**src/rtl/shufflenetv2_acc_requant.sv**
```systemverilog
// Accumulates cfg_len unsigned products per output pixel, then shifts and saturates the sum to an unsigned activation.
// Define SHUFFLENETV2_ROUND_EN to round half up before the shift; by default the shift truncates.
module shufflenetv2_acc_requant #(
  parameter int PROD_WIDTH = 24,
  parameter int LEN_WIDTH  = 8,
  parameter int ACC_WIDTH  = 32,
  parameter int OUT_WIDTH  = 8
) (
  input  logic                  ap_clk,
  input  logic                  ap_rst_n,
  input  logic [LEN_WIDTH-1:0]  cfg_len,
  input  logic [4:0]            cfg_shift,
  input  logic                  in_valid,
  output logic                  in_ready,
  input  logic [PROD_WIDTH-1:0] in_prod,
  output logic                  out_valid,
  input  logic                  out_ready,
  output logic [OUT_WIDTH-1:0]  out_data,
  output logic                  out_sat
);

  typedef enum logic [0:0] {ST_IDLE = 1'b0, ST_ACC = 1'b1} state_t;

  localparam logic [LEN_WIDTH-1:0] LEN_ONE  = {{(LEN_WIDTH-1){1'b0}}, 1'b1};
  localparam logic [ACC_WIDTH:0]   OUT_MAX  = {{(ACC_WIDTH+1-OUT_WIDTH){1'b0}}, {OUT_WIDTH{1'b1}}};
`ifdef SHUFFLENETV2_ROUND_EN
  localparam logic [ACC_WIDTH:0]   ACC_ONE  = {{ACC_WIDTH{1'b0}}, 1'b1};
`endif

  state_t                 state_r;
  logic [LEN_WIDTH-1:0]   cnt_r;
  logic [LEN_WIDTH-1:0]   len_r;
  logic [4:0]             shift_r;
  logic [ACC_WIDTH-1:0]   acc_r;
  logic                   out_valid_r;
  logic [OUT_WIDTH-1:0]   out_data_r;
  logic                   out_sat_r;

  logic                   in_ready_s;
  logic                   accept_s;
  logic                   final_s;
  logic [LEN_WIDTH-1:0]   eff_len_s;
  logic [4:0]             eff_shift_s;
  logic [LEN_WIDTH-1:0]   cnt_next_s;
  logic [ACC_WIDTH-1:0]   prod_ext_s;
  logic [ACC_WIDTH-1:0]   sum_s;
  logic [OUT_WIDTH:0]     quant_s;

  // Shift (optionally rounded) at one extra bit so the sum can never wrap, then clip to the output range.
  function automatic logic [OUT_WIDTH:0] requant(input logic [ACC_WIDTH-1:0] sum,
                                                 input logic [4:0]           sh);
    logic [ACC_WIDTH:0] ext;
    logic [ACC_WIDTH:0] r;
    ext = {1'b0, sum};
`ifdef SHUFFLENETV2_ROUND_EN
    if (sh != 5'd0) begin
      ext = ext + (ACC_ONE << (sh - 5'd1));
    end else begin
      ext = ext;
    end
`endif
    r = ext >> sh;
    if (r > OUT_MAX) begin
      requant = {1'b1, {OUT_WIDTH{1'b1}}};
    end else begin
      requant = {1'b0, r[OUT_WIDTH-1:0]};
    end
  endfunction

  // Handshake, group-length selection and the combinational sum of the beat being accepted.
  always_comb begin
    in_ready_s  = !out_valid_r || out_ready;
    accept_s    = in_valid && in_ready_s;
    prod_ext_s  = {{(ACC_WIDTH-PROD_WIDTH){1'b0}}, in_prod};
    cnt_next_s  = cnt_r + LEN_ONE;
    // The first beat of a group uses the live config; later beats use the latched copy.
    if (state_r == ST_IDLE) begin
      eff_len_s   = (cfg_len == {LEN_WIDTH{1'b0}}) ? LEN_ONE : cfg_len;
      eff_shift_s = cfg_shift;
      sum_s       = prod_ext_s;
    end else begin
      eff_len_s   = len_r;
      eff_shift_s = shift_r;
      sum_s       = acc_r + prod_ext_s;
    end
    final_s = accept_s && (cnt_next_s == eff_len_s);
    quant_s = requant(sum_s, eff_shift_s);
  end

  assign in_ready  = in_ready_s;
  assign out_valid = out_valid_r;
  assign out_data  = out_data_r;
  assign out_sat   = out_sat_r;

  // Group state machine plus the result register.
  always_ff @(posedge ap_clk or negedge ap_rst_n) begin
    if (!ap_rst_n) begin
      state_r     <= ST_IDLE;
      cnt_r       <= {LEN_WIDTH{1'b0}};
      len_r       <= LEN_ONE;
      shift_r     <= 5'd0;
      acc_r       <= {ACC_WIDTH{1'b0}};
      out_valid_r <= 1'b0;
      out_data_r  <= {OUT_WIDTH{1'b0}};
      out_sat_r   <= 1'b0;
    end else begin
      if (accept_s) begin
        case (state_r)
          ST_IDLE: begin
            len_r   <= eff_len_s;
            shift_r <= cfg_shift;
          end
          ST_ACC: begin
            len_r   <= len_r;
            shift_r <= shift_r;
          end
          default: begin
            len_r   <= LEN_ONE;
            shift_r <= 5'd0;
          end
        endcase
        if (final_s) begin
          state_r <= ST_IDLE;
          cnt_r   <= {LEN_WIDTH{1'b0}};
          acc_r   <= {ACC_WIDTH{1'b0}};
        end else begin
          state_r <= ST_ACC;
          cnt_r   <= cnt_next_s;
          acc_r   <= sum_s;
        end
      end
      // A new final beat wins over a drain in the same cycle.
      if (final_s) begin
        out_valid_r <= 1'b1;
        out_data_r  <= quant_s[OUT_WIDTH-1:0];
        out_sat_r   <= quant_s[OUT_WIDTH];
      end else if (out_ready) begin
        out_valid_r <= 1'b0;
      end
    end
  end

endmodule

```
**config.mk**
```make
export PLATFORM = sky130hd
export DESIGN_NAME = shufflenetv2_acc_requant
export DESIGN_NICKNAME = d
export VERILOG_FILES = /design/src/rtl/shufflenetv2_acc_requant.sv
export SDC_FILE = /design/constraint.sdc
export NUM_CORES = 1
export LEC_CHECK = 0
export BUFFER_PORTS_ARGS = -buffer_cell sky130_fd_sc_hd__buf_2
export CAP_MARGIN = 20
export CORE_MARGIN = 3
export CORE_UTILIZATION = 63
export DETAILED_ROUTE_END_ITERATION = 10
export GPL_TIMING_DRIVEN = 0
export PLACE_DENSITY = 0.9
export REMOVE_ABC_BUFFERS = 1
export SLEW_MARGIN = 5
export SYNTH_ARGS = -nofsm -noshare
export SYNTH_HDL_FRONTEND = slang
export SYNTH_SLANG_ARGS = --single-unit
```
**constraint.sdc**
```tcl
create_clock -name ap_clk -period 5.3 [get_ports ap_clk]
set_clock_uncertainty 0.05 [all_clocks]
set_input_delay 0.795 -clock ap_clk [delete_from_list [all_inputs] [get_ports ap_clk]]
set_output_delay 0.795 -clock ap_clk [all_outputs]
set_load 0.01 [all_outputs]
```
==> summary.md, run 1 <==
| Metric | Value |
|---|---|
| Syn avg cell area | 7.66 sq um |
| Largest family of logic cells by synthesized area | compound AO/OA/AOI/OAI gates |
| Number of global-route vias before repair | 7785 |
| Cell Int Power | 0.00308 W |
| Initial Util | 65.0% |
| DRC Markers | 0 |
| Final hold violation count | 0 |
| Nets | 1056 |
| Routed len/inst | 22.0 microns |
| Pwr dens | 830 nW/um^2 |
| Hold crit path type | in -> async |
| Post-DRT Antenna Nets | 0 |
| Sequential cell area fraction in the yosys report | 21.3% |
| Synthesized flop and latch total | 64 |
| Largest net degree at the start of global routing | 52 |
| Reg area | 1610 sq um |
| Worst-Margin Slew | 998 ps |
| Fin crit share | 94.3% |
| Tot GR Track Use | 37.8% |
| Comb pwr share | 75.5% |
| Worst setup SP type | input pin |
| Critical Path, Cell by Cell | buf_2 -> ha_1 -> a21oi_1 -> o211ai_1 -> a21boi_2 -> nor3_1 -> a2111oi_0 -> o211ai_1 -> and4_1 -> a2bb2oi_1 -> o41ai_1 -> nand3_1 -> o32ai_4 -> a21oi_1 |
| # fillers | 943 |
| CTS Sinks | 64 |
| Port bufs | 51 |
| Synth top area cells | dfrtp_1, nand2_1, mux2i_1, ha_1, o21ai_0 |
| Cells after Synth | 982 |
| Synth Area in Compound Gates | 31.6% |
| Drt first pass iters | 6 |
| Yosys cell types | 99 |
| Setup tns final | 0 ps |
| RSZ-0062 raised after global routing | no |
| Post-DR vias/cell | 7.38 |
| Clk_lat worst skew | 350 ps |
| Peak supply drop | 443 uV |
| Die height | 115 microns |
| DRT Wirelength | 25.0 mm |
| Detailed placement HPWL | 18.5 mm |
| Yosys top cell area share | 21.0% |
| CTS H-tree lvls | 3 |
| Die width | 115 microns |
| Rows | 39 |
| Clock group share of total power | 10.6% |
| Adder-cell share of the synthesized area | 4.43% |
| Synthesis warning total | 0 |
| Run status | completed |
| Ratio of cells with drive above 1 in the final layout | 14.9% |
| Slew Limit Headroom | 31.6% |
| Arrival time at the worst endpoint | 5150 ps |
| Max Freq | 0.200 GHz |
| Syn-to-layout area delta | 9.12% |
| Core area | 11600 sq um |
| WS Path Type | in -> reg |
| Routability cong. | 0.992 |
| Async set-reset flop share out of synthesis | 100% |
| EDFF count, synth | 0 |
| Net switching power | 0.00373 W |
| Final Max Slew Viols | 0 |
| Max-cap violations | 0 |
| Switching Share | 54.8% |
| Multi-input gate area | 5610 sq um |
| CP max-delay cell | a2111oi_0 |
| Antenna cells | 0 |
| Post-CTS Setup Bufs | 0 |
| Pleak | 3.48 nW |
| Root Buffer Master | clkbuf_16 |
| Sequential power share | 14.0% |
| Final setup fails | 0 |
| First-pass GRT wire length | 39.8 mm |
| CP max stage delay | 650 ps |
| Final hold slack | 303 ps |
| Vias after detailed routing | 8396 |
| CP Data Required Time | 5450 ps |
| CP Max Fanout | 9 |
| Longest Clk Path Bufs | 2 |
| Clk slew on worst S/H paths | 60 ps |
| CTS buffer count | 9 |
| Die area | 13300 sq um |
| Global route overflow | 0 |
| Num ports | 52 |
| Post-Syn Area | 7520 sq um |
| CTS tree | done |
| Synth Flop Type | dfrtp_1 |
| Synth Area in XOR/XNOR | 3.71% |
| Biggest area consumer among synthesized cells | dfrtp_1 |
| CP endpoint kind | flop |
| Design Power | 0.00681 W |
| Post-synthesis mux area share | 9.59% |
| Antenna violations before repair | 0 |
| Final Non-Filler Cells | 1137 |
| Initial DRC count | 1139 |
| Placed cell count | 1120 |
| Min cycle time layout | 5000 ps |
| # hold bufs at CTS | 0 |
| Simple-Gate Fraction of Synth Area | 24.9% |
-- metrics by stage --
stage | setup slack, ps | util, % | cell area [sq um]
2_1_floorplan | -776 | - | 7240
3_3_place_gp | -3370 | 66.4 | 7680
3_5_place_dp | -38.8 | 67.7 | 7840
4_1_cts | 116 | 70.8 | 8190
5_1_grt | 62.8 | 70.9 | 8200
6_report | 305 | 70.9 | 8200
-- per-layer routing --
| metal | wire, microns | GRT usage [%] | up-vias |
|---|---|---|---|
| met1 | 9750 | 51.1 | 3926 |
| met5 | 0 | 0 | - |
| met3 | 3110 | 7.58 | 112 |
| li1 | - | - | 3765 |
| met4 | 1040 | 18.4 | 0 |
| met2 | 11100 | 57.9 | 593 |
-- sequential cells by signal (all words and copies together), names as in the netlist --
signal,count
acc_r,32
cnt_r,8
out_valid,1
state_r,1
shift_r,5
out_data,8
len_r,8
out_sat,1
-- worst max-delay path, delay by kind of cell --
family | cells | cell delay [ps]
buffers and inverters | 1 | 110
AO/OA/AOI/OAI | 9 | 3320
adder cells (fa/ha/maj) | 1 | 370
AND/OR/NAND/NOR | 3 | 570
-- logic make-up after synthesis --
group	count (synthesis)
adders and majority gates	26
buffers and inverters	81
and+or+nand+nor	382
DFF	64
xor gates and xnor gates	31
AOI/OAI and AO/OA	331
muxes	67
-- cell type report --
type | instances | area share, %
multi-input cells | 837 | 68.4
flip-flops and latches | 64 | 19.6
repair buffers | 60 | 4.74
clock buffers | 11 | 2.96
well taps | 143 | 2.18
clock inverters | 5 | 1.28
inverters | 17 | 0.824
-- power groups by stage --
stage | Combinational, W | Sequential [W] | Clock (W)
global placement | 0.00469 | 0.000976 | 0
global route | 0.00554 | 0.000978 | 0.000736
CTS | 0.00492 | 0.000942 | 0.000718
floorplan | 0.00358 | 0.000926 | 0
finish | 0.00514 | 0.000952 | 0.000719
detailed placement | 0.00489 | 0.000947 | 0
-- worst paths after layout --
check / slack (ps) / cells after the start / from / end
hold / removal: 300 / 1 / ap_rst_n / acc_r[7]$_DFFE_PN0P_
setup / recovery: 300 / 14 / in_prod[6] / out_data[3]$_DFFE_PN0P_
hold reg to reg: 430 / 2 / acc_r[18]$_DFFE_PN0P_ / acc_r[18]$_DFFE_PN0P_
min in group ap_clk: 430 / 2 / acc_r[18]$_DFFE_PN0P_ / acc_r[18]$_DFFE_PN0P_
max in group asynchronous: 4280 / 2 / ap_rst_n / len_r[0]$_DFFE_PN1P_
setup reg to reg: 370 / 13 / state_r$_DFFE_PN0P_ / out_data[3]$_DFFE_PN0P_
-- synthesized netlist by cell type (4+ instances only) --
master	n
o211a_1	4
xor2_1	14
o22ai_1	7
a31o_2	6
buf_4	5
o21ai_1	4
clkbuf_1	42
and4_1	7
nand4_1	21
a21oi_1	53
nor4_1	16
a31oi_1	13
a221oi_1	4
buf_2	11
a211oi_1	10
mux2_2	20
o211ai_1	25
o221ai_1	4
o31ai_1	34
xnor2_1	16
o2111ai_1	6
or2_2	6
nor2_1	79
nor3_1	30
a22oi_1	7
or3_1	4
a21o_1	14
nand2_1	138
ha_1	25
inv_1	15
buf_1	5
o21a_1	16
dfrtp_1	63
and3_1	12
and2_1	13
nor2b_1	4
o21ai_0	62
nand2b_1	6
nand3_1	28
a311oi_1	7
mux2i_1	45
-- placed cells by master (no fill, tap or decap), drive strengths merged, types with 5 or more instances in the layout --
master / instances
or2: 6
a21o: 14
o22ai: 7
o31ai: 35
nor4: 19
nand2: 138
nand2b: 6
a31oi: 14
dfrtp: 63
buf: 60
and2: 13
ha: 25
o21ai: 67
mux2i: 45
nand4: 22
a21oi: 55
o211ai: 25
clkbuf: 11
xnor2: 17
nor2: 79
nor3: 31
a311oi: 8
nor2b: 5
mux2: 20
xor2: 14
a31o: 6
a211oi: 14
and4: 8
o21a: 17
and3: 12
o2111ai: 6
a22oi: 7
nand3: 28
inv: 16
-- repair_timing --
item	in CTS	in global routing
gates resized for setup	1	2
setup endpoints to repair	7	9
cloned	0	0
Note: power is estimated with default switching activity, not from simulation.
==> run 2, diff against run 1 <==
==> constraint.sdc (replaced) <==
create_clock -name ap_clk -period 4.9 [get_ports ap_clk]
set_clock_uncertainty 0.05 [all_clocks]
set_input_delay 0.735 -clock ap_clk [delete_from_list [all_inputs] [get_ports ap_clk]]
set_output_delay 0.735 -clock ap_clk [all_outputs]
set_load 0.01 [all_outputs]
==> summary.md, run 2 (synthesized netlist as in run 1, its figures left out) <==
| Metric | Value |
|---|---|
| Run status | completed |
| Largest net degree at the start of global routing | 52 (unchanged) |
| Global route overflow | 0 (unchanged) |
| Slew Limit Headroom | 31.3% (-0.30 points) |
| Tot GR Track Use | 37.8% (about the same) |
| M1 GR Usage | 50.9% (-0.23 points) |
| Most frequent cells in the layout | nand2_1, nor2_1, dfrtp_1 |
| Drt first pass iters | 6 (unchanged) |
| Max-cap violations | 0 (unchanged) |
| WS Path Type | in -> reg |
| Worst setup SP type | input pin |
| DRT Wirelength | 25.2 mm (+0.78%) |
| Nets | 1057 (+0.095%) |
| Die area | 13300 sq um (unchanged) |
| Antenna violations before repair | 0 (unchanged) |
| Post-Route Utilization | 71.6% (+0.65 points) |
| Arrival time at the worst endpoint | 4860 ps (-290 ps) |
| Final Max Slew Viols | 0 (unchanged) |
| Commonest non-fill, non-tap cell in the layout | nand2_1 |
| # hold bufs at CTS | 0 (unchanged) |
| Root Buffer Master | clkbuf_16 |
| Initial DRC count | 1036 (-9.0%) |
| Antenna cells | 0 (unchanged) |
| Vias after detailed routing | 8397 (+0.012%) |
| Clk_lat worst skew | 360 ps (about the same) |
| Die width | 115 microns (unchanged) |
| Hold crit path type | in -> async |
| Longest Clk Path Bufs | 2 (unchanged) |
| CP Data Required Time | 5050 ps (-400 ps) |
| Core area | 11600 sq um (unchanged) |
| Routed len/inst | 22.1 microns (+0.69%) |
| Setup tns final | 0 ps (unchanged) |
| Met3 GRT Util | 7.47% (-0.11 points) |
| Ratio of cells with drive above 1 in the final layout | 15.8% (+0.89 points) |
| Final hold violation count | 0 (unchanged) |
| Routability cong. | 0.992 (unchanged) |
| Num ports | 52 (unchanged) |
| Max Freq | 0.212 GHz |
| DRC Markers | 0 (unchanged) |
| Detailed placement HPWL | 18.5 mm (unchanged) |
| Number of global-route vias before repair | 7802 (+0.22%) |
| Post-DR vias/cell | 7.38 (about the same) |
| Worst-Margin Slew | 1010 ps (+13.1 ps) |
| CTS buffer count | 9 (unchanged) |
| Max FFs per register | 32 (unchanged) |
| Most flops, register | acc_r |
| CTS H-tree lvls | 3 (unchanged) |
| RSZ-0062 raised after global routing | no |
| CP Max Fanout | 10 (+1) |
| Fin crit share | 96.1% |
| CP endpoint kind | flop |
| Port bufs | 51 (unchanged) |
| Post-DRT Antenna Nets | 0 (unchanged) |
| Grt met2 use | 58.3% (+0.46 points) |
| Min cycle time layout | 4710 ps |
| Final setup fails | 0 (unchanged) |
| Syn-to-layout area delta | 10.1% |
| CTS Sinks | 64 (unchanged) |
| Die height | 115 microns (unchanged) |
| First-pass GRT wire length | 39.7 mm (-0.12%) |
| Clk slew on worst S/H paths | 70 ps (about the same) |
| GRT busiest layer | met2 |
| CTS tree | done |
| Initial Util | 65.0% (unchanged) |
| Rows | 39 (unchanged) |
| Final hold slack | 234 ps (-68.1 ps) |
[run 2: cell count changes in the layout (fill, tap and decap cells not counted), sizes merged]
| cell | before | now |
|---|---|---|
| buf | 60 | 61 |
| clkinv | 0 | 1 |
| clkinvlp | 3 | 2 |
[run 2: path summary, 6_finish.rpt]
kind | end | cells after the start | slack [ps] | startpoint
worst min-delay path | acc_r[7]$_DFFE_PN0P_ | 1 | 230 | ap_rst_n
worst min register to register | acc_r[8]$_DFFE_PN0P_ | 2 | 430 | acc_r[8]$_DFFE_PN0P_
worst max-delay path | out_data[3]$_DFFE_PN0P_ | 14 | 190 | in_prod[21]
min in group ap_clk | acc_r[8]$_DFFE_PN0P_ | 2 | 430 | acc_r[8]$_DFFE_PN0P_
max in group asynchronous | len_r[0]$_DFFE_PN1P_ | 2 | 3950 | ap_rst_n
worst max register to register | out_data[3]$_DFFE_PN0P_ | 13 | 260 | state_r$_DFFE_PN0P_
[run 2: critical path: stages]
cell and delay (ps):
buf_2 120, ha_1 530, nand4_1 290, or3_1 450, o32a_2 260, and4_4 210, a211oi_4 390, o22ai_1 190
nor3_4 280, a41oi_1 240, o41ai_2 400, nand3_1 170, o32ai_4 460, a21oi_1 130
[run 2: per-stage QoR]
step	cell area [sq um]	worst slack (ps)	cells
after floorplan	7240	-1180	918
after global placement	7680	-3770	1112
after detailed placement	7840	-439	1120
after CTS	8190	113	1136
after global routing	8280	5.03	1138
final	8280	191	1138
[run 2: cell type report]
cell class | count | area, sq um
Multi-Input combinational cell | 837 | 5680
Fill cell | 931 | 3290
Sequential cell | 64 | 1610
Timing Repair Buffer | 61 | 397
Clock buffer | 11 | 243
Tap cell | 143 | 179
Clock inverter | 5 | 105
Inverter | 17 | 65.1
[run 2: routing by layer]
metal / vias up / part of all wire (%)
met1: 3930 / 39
met5: - / 0
li1: 3764 / -
met4: 0 / 4.0
met2: 598 / 44
met3: 105 / 12
[run 2: what timing repair did]
item | in CTS | in global routing
cloned | 0 | 0
endpoints found under the setup margin | 9 | 9
resized for setup | 3 | 14
pin swaps | 0 | 1
endpoints found under the hold margin | 0 | 0
buffers inserted | 0 | 1
Power of run 2 is not shown: default switching activity piles up to over one toggle a cycle in this logic, so the estimate is an artifact.
==> run 3, diff against run 2 <==
--- a/config.mk
+++ b/config.mk
@@ -8,10 +8,10 @@
 export BUFFER_PORTS_ARGS = -buffer_cell sky130_fd_sc_hd__buf_2
 export CAP_MARGIN = 20
 export CORE_MARGIN = 3
-export CORE_UTILIZATION = 63
+export CORE_UTILIZATION = 57
 export DETAILED_ROUTE_END_ITERATION = 10
 export GPL_TIMING_DRIVEN = 0
-export PLACE_DENSITY = 0.9
+export PLACE_DENSITY = 0.86
 export REMOVE_ABC_BUFFERS = 1
 export SLEW_MARGIN = 5
 export SYNTH_ARGS = -nofsm -noshare
==> constraint.sdc (replaced) <==
create_clock -name ap_clk -period 4.17 [get_ports ap_clk]
set_clock_uncertainty 0.05 [all_clocks]
set_input_delay 0.6255 -clock ap_clk [delete_from_list [all_inputs] [get_ports ap_clk]]
set_output_delay 0.6255 -clock ap_clk [all_outputs]
set_load 0.01 [all_outputs]
==> summary.md, run 3 (synthesized netlist as in run 1, its figures left out) <==
| Metric | Value |
|---|---|
| Initial DRC count | 1447 (+40%) |
| # fillers | 972 (+4.4%) |
| Most frequent cells in the layout | nand2_1, nor2_1, dfrtp_1 |
| Rows | 41 (+5.1%) |
| WS Path Type | reg -> reg |
| CP Max Fanout | 9 (-1) |
| Clk_lat worst skew | 360 ps (about the same) |
| Final WS setup | -4.41 ps (-195 ps) |
| Antenna cells | 0 (unchanged) |
| CTS Sinks | 64 (unchanged) |
| Routed len/inst | 22.6 microns (+2.1%) |
| Post-DRT Antenna Nets | 0 (unchanged) |
| Commonest non-fill, non-tap cell in the layout | nand2_1 |
| Max-cap violations | 0 (unchanged) |
| Tot GR Track Use | 34.3% (-3.5 points) |
| Antenna violations before repair | 0 (unchanged) |
| Root Buffer Master | clkbuf_16 |
| Critical Path, Cell by Cell | ha_1 -> a21o_1 -> a31o_2 -> nor4_4 -> o21ai_0 -> xor2_1 -> mux2i_1 -> mux2_2 -> o21ai_1 -> o31ai_1 -> a32oi_1 -> o32ai_4 -> buf_12 -> a21oi_1 |
| RSZ-0062 raised after global routing | yes |
| First-pass GRT wire length | 40.4 mm (+1.6%) |
| DRC Markers | 0 (unchanged) |
| Max Freq | 0.240 GHz |
| Largest delay share family, worst path | compound AO/OA/AOI/OAI gates |
| Reg2reg path depth | 14 (+1) |
| RR Endpoint | out_data[4]$_DFFE_PN0P_ |
| CTS tree | done |
| Largest net degree at the start of global routing | 48 (-7.7%) |
| Final setup fails | 2 (+2) |
| CP max-delay cell | nor4_4 |
| M1 GR Usage | 45.1% (-5.8 points) |
| Syn-to-layout area delta | 18.6% |
| Final Max Slew Viols | 0 (unchanged) |
| CP Data Required Time | 4390 ps (-660 ps) |
| R2R setup slack | -4 ps (-260 ps) |
| Nets | 1080 (+2.2%) |
| Most flops, register | acc_r |
| Global route overflow | 0 (unchanged) |
| Vias after detailed routing | 8828 (+5.1%) |
| Setup tns final | -7.86 ps (-7.86 ps) |
| Max FFs per register | 32 (unchanged) |
| Run status | finished, violations left |
| Longest Clk Path Bufs | 2 (unchanged) |
| Detailed placement HPWL | 18.0 mm (-2.8%) |
| CTS buffer count | 9 (unchanged) |
| Number of global-route vias before repair | 7937 (+1.7%) |
| Drt first pass iters | 9 (+3) |
| Worst-Margin Slew | 1030 ps (+20.7 ps) |
| Met3 GRT Util | 8.62% (+1.2 points) |
| WP buf/inv | 1 (unchanged) |
| Post-DR vias/cell | 7.42 (+0.54%) |
| Final hold violation count | 0 (unchanged) |
| Routability cong. | 0.986 (-0.54%) |
| # hold bufs at CTS | 0 (unchanged) |
| Num ports | 52 (unchanged) |
| Critical register-to-register path startpoint | acc_r[7]$_DFFE_PN0P_ |
| Core area | 12800 sq um (+10%) |
| Ratio of cells with drive above 1 in the final layout | 22.1% (+6.3 points) |
| Slew Limit Headroom | 29.9% (-1.4 points) |
| Die height | 121 microns (+4.9%) |
| GRT busiest layer | met2 |
| Die width | 121 microns (+4.9%) |
| Clk slew on worst S/H paths | 70 ps (about the same) |
| CP max stage delay | 410 ps (-120 ps) |
| Initial Util | 58.9% (-6.2 points) |
| Arrival time at the worst endpoint | 4390 ps (-470 ps) |
| Worst setup SP type | flop |
| CP endpoint kind | flop |
| Hold crit path type | in -> async |
| Fin crit share | 100% |
| Port bufs | 51 (unchanged) |
| Min cycle time layout | 4170 ps |
| Grt met2 use | 52.3% (-6.0 points) |
| Failing checks | setup timing |
| DRT Wirelength | 26.9 mm (+6.8%) |
| CTS H-tree lvls | 3 (unchanged) |
| Die area | 14600 sq um (+10%) |
[run 3: cell types whose count changed in the layout (fill, tap and decap cells not counted), moves of 3 or more]
cell      before  now
a21oi_2        4    7
ha_2           2    6
ha_4           0   13
buf_4          4   24
a211oi_4       1    4
o21ai_0       61   58
a21oi_1       51   47
nor4_4         2    5
ha_1          23    6
[run 3: metrics by stage]
| stage | instances | utilization [%] | instance area [sq um] | setup WS (ps) | hold slack [ps] |
|---|---|---|---|---|---|
| 2_1_floorplan | 918 | - | 7240 | -1910 | 280 |
| 3_3_place_gp | 1141 | 60.4 | 7710 | -4470 | 414 |
| 3_5_place_dp | 1148 | 61.5 | 7860 | -1260 | 421 |
| 4_1_cts | 1171 | 65.9 | 8420 | 6.48 | 106 |
| 5_1_grt | 1190 | 69.8 | 8920 | -116 | 116 |
| 6_report | 1190 | 69.8 | 8920 | -4.41 | 87.4 |
[run 3: what timing repair did]
action | in CTS | in global routing
gates resized for setup | 37 | 57
pin swaps | 7 | 20
setup buffers | 7 | 17
endpoints found under the setup margin | 9 | 9
gates cloned | 0 | 0
endpoints found under the hold margin | 0 | 0
[run 3: layer usage]
metal	wire length (microns)	vias up	part of all wire, %
met1	10300	4108	38
met2	11900	730	44
met5	0	-	0
li1	-	3823	-
met3	3280	167	12
met4	1490	0	5.5
[run 3: layout make-up]
type | count | area, sq um | share of cell area [%]
Timing Repair Buffer | 84 | 602 | 6.75
Clock buffer | 11 | 243 | 2.72
Clock inverter | 5 | 81.3 | 0.912
Multi-Input combinational cell | 837 | 6100 | 68.4
Sequential cell | 64 | 1610 | 18.0
Inverter | 17 | 71.3 | 0.800
Tap cell | 172 | 215 | 2.41
[run 3: worst max path at each step]
stage / from / end / slack, ps / cells after the start
floorplan: state_r$_DFFE_PN0P_ / out_data[6]$_DFFE_PN0P_ / -1910 / 11
global placement: state_r$_DFFE_PN0P_ / out_data[6]$_DFFE_PN0P_ / -4470 / 11
detailed placement: state_r$_DFFE_PN0P_ / out_data[5]$_DFFE_PN0P_ / -1260 / 13
CTS: in_prod[9] / out_data[6]$_DFFE_PN0P_ / 6 / 15
global route: in_prod[20] / out_data[4]$_DFFE_PN0P_ / -120 / 15
finish: acc_r[7]$_DFFE_PN0P_ / out_data[4]$_DFFE_PN0P_ / -4 / 14
Power of run 3 is left out for the same reason.
